<file path="config.mk">
export PLATFORM = sky130hd
export DESIGN_NAME = w_ptr_ctrl_flat
export DESIGN_NICKNAME = d
export VERILOG_FILES = /design/src/rtl/fifo_pkg.sv /design/src/rtl/w_ptr_ctrl_if.sv /design/src/rtl/sync_2ff.sv /design/src/rtl/w_ptr_ctrl.sv /design/src/flat_wrapper.sv
export SDC_FILE = /design/constraint.sdc
export NUM_CORES = 1
export LEC_CHECK = 0
export ABC_AREA = 1
export CAP_MARGIN = 15
export CORE_MARGIN = 5
export CORE_UTILIZATION = 44
export CTS_CLUSTER_SIZE = 10
export DETAILED_ROUTE_END_ITERATION = 8
export DONT_BUFFER_PORTS = 1
export PLACE_DENSITY = 0.6
export SLEW_MARGIN = 0
export SYNTH_ARGS = -nofsm -noshare
export SYNTH_HDL_FRONTEND = slang
export SYNTH_HIERARCHICAL = 1
export SYNTH_SLANG_ARGS = --single-unit
</file>
<file path="constraint.sdc">
create_clock -name w_clk -period 3.6 [get_ports w_clk]
set_input_delay 0.36 -clock w_clk [delete_from_list [all_inputs] [get_ports w_clk]]
set_output_delay 0.36 -clock w_clk [all_outputs]
set_load 0.1 [all_outputs]
</file>
<file path="src/rtl/fifo_pkg.sv">
// fifo_pkg: depth/pointer-width derivations and Gray conversions shared by both FIFO pointer sides.
package fifo_pkg;
   localparam int GW = 32;
   function automatic int fifo_depth(input int aw);
      return 1 << aw;
   endfunction
   function automatic int ptr_width(input int aw);
      return aw + 1;
   endfunction
   function automatic logic [GW-1:0] bin2gray(input logic [GW-1:0] b);
      return b ^ (b >> 1);
   endfunction
   function automatic logic [GW-1:0] gray2bin(input logic [GW-1:0] g);
      logic [GW-1:0] b;
      b[GW-1] = g[GW-1];
      for (int i = GW - 2; i >= 0; i--) b[i] = b[i+1] ^ g[i];
      return b;
   endfunction
endpackage

</file>
<file path="src/rtl/w_ptr_ctrl_if.sv">
// w_ptr_ctrl_if: producer/memory/read-side signals of the FIFO write pointer controller.
interface w_ptr_ctrl_if #(parameter int ADDR_WIDTH = 3);
   logic                  w_en;
   logic                  w_ovf_clr;
   logic [ADDR_WIDTH:0]   r_gptr;
   logic                  w_mem_en;
   logic [ADDR_WIDTH-1:0] w_addr;
   logic [ADDR_WIDTH:0]   w_gptr;
   logic                  w_full;
   logic                  w_almost_full;
   logic [ADDR_WIDTH:0]   w_level;
   logic                  w_overflow;
   modport master (
      output w_en, w_ovf_clr, r_gptr,
      input  w_mem_en, w_addr, w_gptr, w_full, w_almost_full, w_level, w_overflow
   );
   modport slave (
      input  w_en, w_ovf_clr, r_gptr,
      output w_mem_en, w_addr, w_gptr, w_full, w_almost_full, w_level, w_overflow
   );
endinterface

</file>
<file path="src/rtl/sync_2ff.sv">
// sync_2ff: two-flop synchronizer with asynchronous active-high reset.
module sync_2ff #(parameter int WIDTH = 4) (
   input  logic             clk,
   input  logic             rst,
   input  logic [WIDTH-1:0] d,
   output logic [WIDTH-1:0] q
);
   logic [WIDTH-1:0] q1;
   always_ff @(posedge clk or posedge rst) begin
      if (rst) begin
         q1 <= '0;
         q  <= '0;
      end else begin
         q1 <= d;
         q  <= q1;
      end
   end
endmodule

</file>
<file path="src/rtl/w_ptr_ctrl.sv">
// w_ptr_ctrl: async FIFO write-side pointers, full/almost-full, fill level and sticky overflow.
module w_ptr_ctrl
   import fifo_pkg::*;
#(
   parameter int ADDR_WIDTH = 3,
   parameter int AF_MARGIN  = 2
) (
   input  logic        w_clk,
   input  logic        w_rst,
   w_ptr_ctrl_if.slave bus
);
   localparam int PW    = ptr_width(ADDR_WIDTH);
   localparam int DEPTH = fifo_depth(ADDR_WIDTH);
   logic [PW-1:0] w_bptr, w_gptr, w_bnext, w_gnext, rq2, rq2_bin;
   logic          w_inc, w_full, w_almost_full, w_overflow;
   sync_2ff #(.WIDTH(PW)) u_rsync (
      .clk(w_clk),
      .rst(w_rst),
      .d  (bus.r_gptr),
      .q  (rq2)
   );
   assign w_inc   = bus.w_en & ~w_full;
   assign w_bnext = w_bptr + PW'(w_inc);
   assign w_gnext = PW'(bin2gray(GW'(w_bnext)));
   assign rq2_bin = PW'(gray2bin(GW'(rq2)));
   // full when the next write pointer laps the synchronized read pointer by exactly DEPTH
   always_ff @(posedge w_clk or posedge w_rst) begin
      if (w_rst) begin
         w_bptr        <= '0;
         w_gptr        <= '0;
         w_full        <= 1'b0;
         w_almost_full <= 1'b0;
         w_overflow    <= 1'b0;
      end else begin
         w_bptr        <= w_bnext;
         w_gptr        <= w_gnext;
         w_full        <= w_gnext == {~rq2[PW-1:PW-2], rq2[PW-3:0]};
         w_almost_full <= (w_bnext - rq2_bin) >= PW'(DEPTH - AF_MARGIN);
         w_overflow    <= (bus.w_en & w_full) | (w_overflow & ~bus.w_ovf_clr);
      end
   end
   assign bus.w_mem_en      = w_inc;
   assign bus.w_addr        = w_bptr[ADDR_WIDTH-1:0];
   assign bus.w_gptr        = w_gptr;
   assign bus.w_full        = w_full;
   assign bus.w_almost_full = w_almost_full;
   assign bus.w_level       = w_bptr - rq2_bin;
   assign bus.w_overflow    = w_overflow;
endmodule

</file>
<file path="src/flat_wrapper.sv">
// flat-port wrapper written by rule: the top's interface ports become plain ports
module w_ptr_ctrl_flat import fifo_pkg::*;
#(
   parameter int ADDR_WIDTH = 3,
   parameter int AF_MARGIN  = 2
)
  (w_clk, w_rst, bus_w_en, bus_w_ovf_clr, bus_r_gptr, bus_w_mem_en, bus_w_addr, bus_w_gptr, bus_w_full, bus_w_almost_full, bus_w_level, bus_w_overflow);
  w_ptr_ctrl_if #(.ADDR_WIDTH(ADDR_WIDTH)) bus_i ();
  input  logic w_clk;
  input  logic w_rst;
  input wire logic [$bits(bus_i.w_en)-1:0] bus_w_en;
  input wire logic [$bits(bus_i.w_ovf_clr)-1:0] bus_w_ovf_clr;
  input wire logic [$bits(bus_i.r_gptr)-1:0] bus_r_gptr;
  output wire logic [$bits(bus_i.w_mem_en)-1:0] bus_w_mem_en;
  output wire logic [$bits(bus_i.w_addr)-1:0] bus_w_addr;
  output wire logic [$bits(bus_i.w_gptr)-1:0] bus_w_gptr;
  output wire logic [$bits(bus_i.w_full)-1:0] bus_w_full;
  output wire logic [$bits(bus_i.w_almost_full)-1:0] bus_w_almost_full;
  output wire logic [$bits(bus_i.w_level)-1:0] bus_w_level;
  output wire logic [$bits(bus_i.w_overflow)-1:0] bus_w_overflow;
  assign bus_i.w_en = bus_w_en;
  assign bus_i.w_ovf_clr = bus_w_ovf_clr;
  assign bus_i.r_gptr = bus_r_gptr;
  assign bus_w_mem_en = bus_i.w_mem_en;
  assign bus_w_addr = bus_i.w_addr;
  assign bus_w_gptr = bus_i.w_gptr;
  assign bus_w_full = bus_i.w_full;
  assign bus_w_almost_full = bus_i.w_almost_full;
  assign bus_w_level = bus_i.w_level;
  assign bus_w_overflow = bus_i.w_overflow;
  w_ptr_ctrl #(.ADDR_WIDTH(ADDR_WIDTH), .AF_MARGIN(AF_MARGIN)) u_core (.w_clk(w_clk), .w_rst(w_rst), .bus(bus_i));
endmodule
</file>
After elaboration in Yosys (flattened, before gate mapping)
Cells that the tools add are included.

storage, ports and cells
  register bits = 19
  bits in latches = 0
  memory bits (writable) = 0
  bits in read-only memories = 0
  input bits = 8
  logic and storage cells = 23
  memories = 0

operators by class
  add/subtract/negate cells = 3
  multiply operators = 0
  div/mod/pow operators = 0
  order comparisons = 1
  equal/unequal tests = 1
  shift-type cells = 0
  multiplexer cells = 0
  bitwise logic cells = 11
  reduce and logical (&&, ||, !) cells = 0

operators with widths
  kind                                                                   number
  4-bit subtractor                                                       2
  4-bit by 1-bit adder with 4-bit output                                 1
  4-bit == test                                                          1
  4-bit by 3-bit >= comparator with 1-bit output, second input constant  1
  4-bit by 3-bit XOR with 4-bit output                                   1
  1-bit AND                                                              3
  1-bit XOR                                                              3
  1-bit inverter                                                         2
  2-bit inverter                                                         1
  1-bit bitwise OR                                                       1

Longest topological paths before layout
  depth in word-level cells = 5
  mapped depth = 13
  depth with buffers taken out = 13

By module
The synthesis kept the hierarchy.

modules (own cells, without submodules)
  module      times used  cells an instance  area an instance (um^2)
  w_ptr_ctrl  1           100                759.5
  sync_2ff    1           9                  203.9

Least setup slack after synthesis
No wires, ideal clock.

  path type = register to register
  from = register u_core.w_full, in the netlist u_core/bus.w_full
  to = register u_core.w_almost_full, in the netlist u_core/bus.w_almost_full
  library setup time = 0.128 ns
  data arrival time = 3.906 ns
  required time = 3.472 ns
  slack = -0.433 ns
  stages on the path, launching flop included = 9
  cell sequence = dfrtp_1 -> nor2_1 -> ha_1 -> ha_1 -> fa_1 -> or2_2 -> and3_1 -> a21oi_1 -> o21ai_0

between the ends
  longest elaborated chain between the ends = 5

RTL lines
  what                                            line                source
  start, declared                                 w_ptr_ctrl.sv:15    logic w_inc, w_full, w_almost_full, w_overflow;
  start signal, assigned                          w_ptr_ctrl.sv:37    w_full <= w_gnext == {~rq2[PW-1:PW-2], rq2[PW-3:0]};
  1-bit inverter                                  w_ptr_ctrl.sv:22    assign w_inc = bus.w_en & ~w_full;
  1-bit AND                                       w_ptr_ctrl.sv:22
  via bus_w_mem_en                                flat_wrapper.sv:14  output wire logic [$bits(bus_i.w_mem_en)-1:0] bus_w_mem_en;
  4-bit by 1-bit adder with 4-bit output          w_ptr_ctrl.sv:23    assign w_bnext = w_bptr + PW'(w_inc);
  via u_core.w_bnext[1]                           w_ptr_ctrl.sv:14    logic [PW-1:0] w_bptr, w_gptr, w_bnext, w_gnext, rq2, rq2_bin;
  4-bit subtractor                                w_ptr_ctrl.sv:38    w_almost_full <= (w_bnext - rq2_bin) >= PW'(DEPTH - AF_MARGIN);
  4-bit by 3-bit >= comparator with 1-bit output  w_ptr_ctrl.sv:38
  end signal, assigned                            w_ptr_ctrl.sv:38
  end, declared                                   w_ptr_ctrl.sv:15

The timed path passes the listed nets, and every way through them passes these cells.

Worst setup path in the final report
  from = register u_core.u_rsync.q[3]
  to = output bus_w_level[2]

between the ends
  longest elaborated chain between the ends = 4

RTL lines
  what                     line                source
  start, declared          sync_2ff.sv:6       output logic [WIDTH-1:0] q
  start signal, assigned   sync_2ff.sv:15      q <= q1;
  1-bit XOR *              fifo_pkg.sv:16      for (int i = GW - 2; i >= 0; i--) b[i] = b[i+1] ^ g[i];
  1-bit XOR (2 in series)  fifo_pkg.sv:16
  4-bit subtractor *       w_ptr_ctrl.sv:47    assign bus.w_level = w_bptr - rq2_bin;
  end, declared            flat_wrapper.sv:19  output wire logic [$bits(bus_i.w_level)-1:0] bus_w_level;

Mark *: on every way between the ends. The rest lies on a longest branch, timed or not.

==> results_dict.tcl <==
set metrics [dict create \
    crit_arrival_ns 2.81 \
    synth_seq_cells 18 \
    drive_gt1_frac 0.171 \
    post-route-period-util 0.880 \
    wl_per_cell_um 12.4 \
    yosysSeqAreaShare 0.468 \
    place.gp.congestion 0.783 \
    rows 17 \
    cts_buffer_depth 2 \
    crit_type "register to output pin" \
    slew_headroom 0.394 \
    regArea_um2 450 \
    wirelength_um 1870 \
    cts_sinks 18 \
    slowest_delay_ns 0.54 \
    overflow 0 \
    grt_pass1_vias 751 \
    critPathSlowestCell "xor2_1" \
    drv_slew 0 \
    fin_crit_ns 3.17 \
    holdBufCountCts 1 \
    synth.avg_cell_area_um2 8.84 \
    fin_tns_setup_ns 0 \
    status "completed" \
    syn_inst 109 \
    skew_ns 0.00313 \
    max_freq_mhz 316 \
    postCtsSetupBuffers 0 \
    die_y_um 56.8 \
    yosysTopAreaCell "dfrtp_1" \
    worstSetupEndpoint "bus_w_level[2]" \
    cts.repair.resized 0 \
    reg2reg_from "u_core/u_rsync/q[3]" \
    die-area_um2 3230 \
    cp_data_required_time_ns 3.24 \
    path_clk_slew_ns 0.10 \
    synth_area_um2 963 \
    place_hpwl_um 1560 \
    cp_max_fo 6 \
    nFillCells 199 \
    synthesis.nets 127 \
    min_path_type "primary input to register" \
    yosysWarnings 6 \
    synthToLayoutAreaGrowth_pct 17.3 \
    cts-root-buf "clkbuf_4" \
    vias_per_cell 4.91 \
    reg2reg_to "u_core/bus.w_almost_full" \
    vias 741 \
    diodes 0 \
    start_util 0.448 \
    ant_nets 0 \
    crit_path_start "u_core/u_rsync/q[3]" \
    layout.nets 142 \
    post-route-util 0.526 \
    maxCapViolations 0 \
    rrSetupSlack_ns 0.73 \
    path_common_cell "nand2_1" \
    worst_setup_path_end_kind "output pin" \
    rr_worst_depth 11 \
    netlist_top_cells_area "dfrtp_1 47%, nand2_1 12%, ha_1 10%" \
    clk_latency_ns 0.30 \
    multiInputGateArea_um2 459 \
    drc 0 \
    rsz0062_at_grt "false" \
    worst_slew_pin_slew_ns 0.909 \
    first_pass_iters 4 \
    die_x_um 56.8 \
    cts_made_buffers 3 \
    grt_pass1_wl_um 3330 \
    path_cells "xnor2_2 > xor2_1 > nand2_1 > nand2_1 > ha_1 > inv_1 > fa_1 > xor2_2 > buf_4" \
    yosys.cell_types.count 17 \
    cts_max_level 1 \
    grt_max_degree 11 \
    drtIter0Drc 7 \
    start_kind "register" \
    coreArea_um2 2150 \
    io_buffers 0 \
    synth_top_cell_area_share 0.468 \
    antenna_found_initial 0 \
    hold_violations 0 \
    grt_use_total 0.134 \
    io_pins 23 \
    finalSetupViolCount 0 \
    cts_tree "done" \
]
-- per-stage QoR --
stage	cell area, um2	setup WS [ns]	std cells	hold WS (ns)
6_report	1130	0.432	151	0.0789
5_1_grt	1130	0.252	151	0.0502
4_1_cts	1130	0.411	151	0.0687
3_5_place_dp	1080	0.736	146	0.203
3_3_place_gp	1080	0.904	146	0.202
2_1_floorplan	966	0.0131	109	0.176
-- worst min path at each step --
stage / startpoint / to / cells past startpoint
after floorplan: w_rst / u_core/u_rsync/q1[0] / 1
after global placement: w_rst / u_core/u_rsync/q1[1] / 1
after detailed placement: w_rst / u_core/u_rsync/q1[1] / 1
after CTS: bus_r_gptr[3] / u_core/u_rsync/q1[3] / 0
after global routing: bus_r_gptr[3] / u_core/u_rsync/q1[3] / 0
final: bus_r_gptr[1] / u_core/u_rsync/q1[1] / 0
-- layer usage --
metal,vias up,global-route usage,part of all wire
met2,20,0.224,0.50
li1,365,-,-
met1,351,0.160,0.42
met5,-,0,0
met4,0,0.0695,0.023
met3,5,0.0299,0.057
-- logic make-up after synthesis --
kind of cell | share of synthesized area
xor+xnor | 0.0442
buf+inv | 0.0740
fa+ha+maj | 0.145
compound gates | 0.0338
flops | 0.468
simple gates | 0.235
-- registers in the layout (all words and copies together) (netlist names) --
register	flops
u_core/u_rsync/q1	4
u_core/w_bptr	4
u_core/bus.w_full	1
u_core/bus.w_overflow	1
u_core/bus.w_almost_full	1
u_core/bus.w_gptr	3
u_core/u_rsync/q	4
-- placed cells by master (no fill, tap or decap), drive strengths merged --
cell / instances
nand2: 34
fa: 2
nand4: 2
and3: 1
xnor2: 2
xor2: 2
clkbuf: 4
o21ai: 2
inv: 19
nand3: 11
o21a: 1
dlygate4sd3: 1
or2: 1
dfrtp: 18
nor2: 3
buf: 9
ha: 8
a21oi: 3
-- worst max-delay path: cells and delay by family, from the launching register on --
family                     cells  cell delay, ns
xor gates and xnor gates       3            0.96
adders and majority gates      2            0.54
DFF                            1            0.44
and+or+nand+nor                2            0.23
buffers and inverters          2            0.36
-- Yosys cell counts --
cell type  number
o21a_1          1
ha_1            8
and3_1          1
nand3_1        11
nand2_1        31
or2_2           1
a21oi_1         3
xor2_1          2
o21ai_0         2
nand4_1         2
inv_1          19
fa_1            2
dfrtp_1        18
xnor2_2         1
nand2_2         3
xnor2_1         1
nor2_1          3
-- layout make-up --
class | instances | area share
flip-flops and latches | 18 | 0.399
clock buffers | 4 | 0.0321
repair buffers | 10 | 0.0687
inverters | 19 | 0.0631
multi-input cells | 72 | 0.406
well taps | 28 | 0.0310
Power is not shown: default switching activity piles up to over one toggle a cycle in this logic, so the estimate is an artifact.
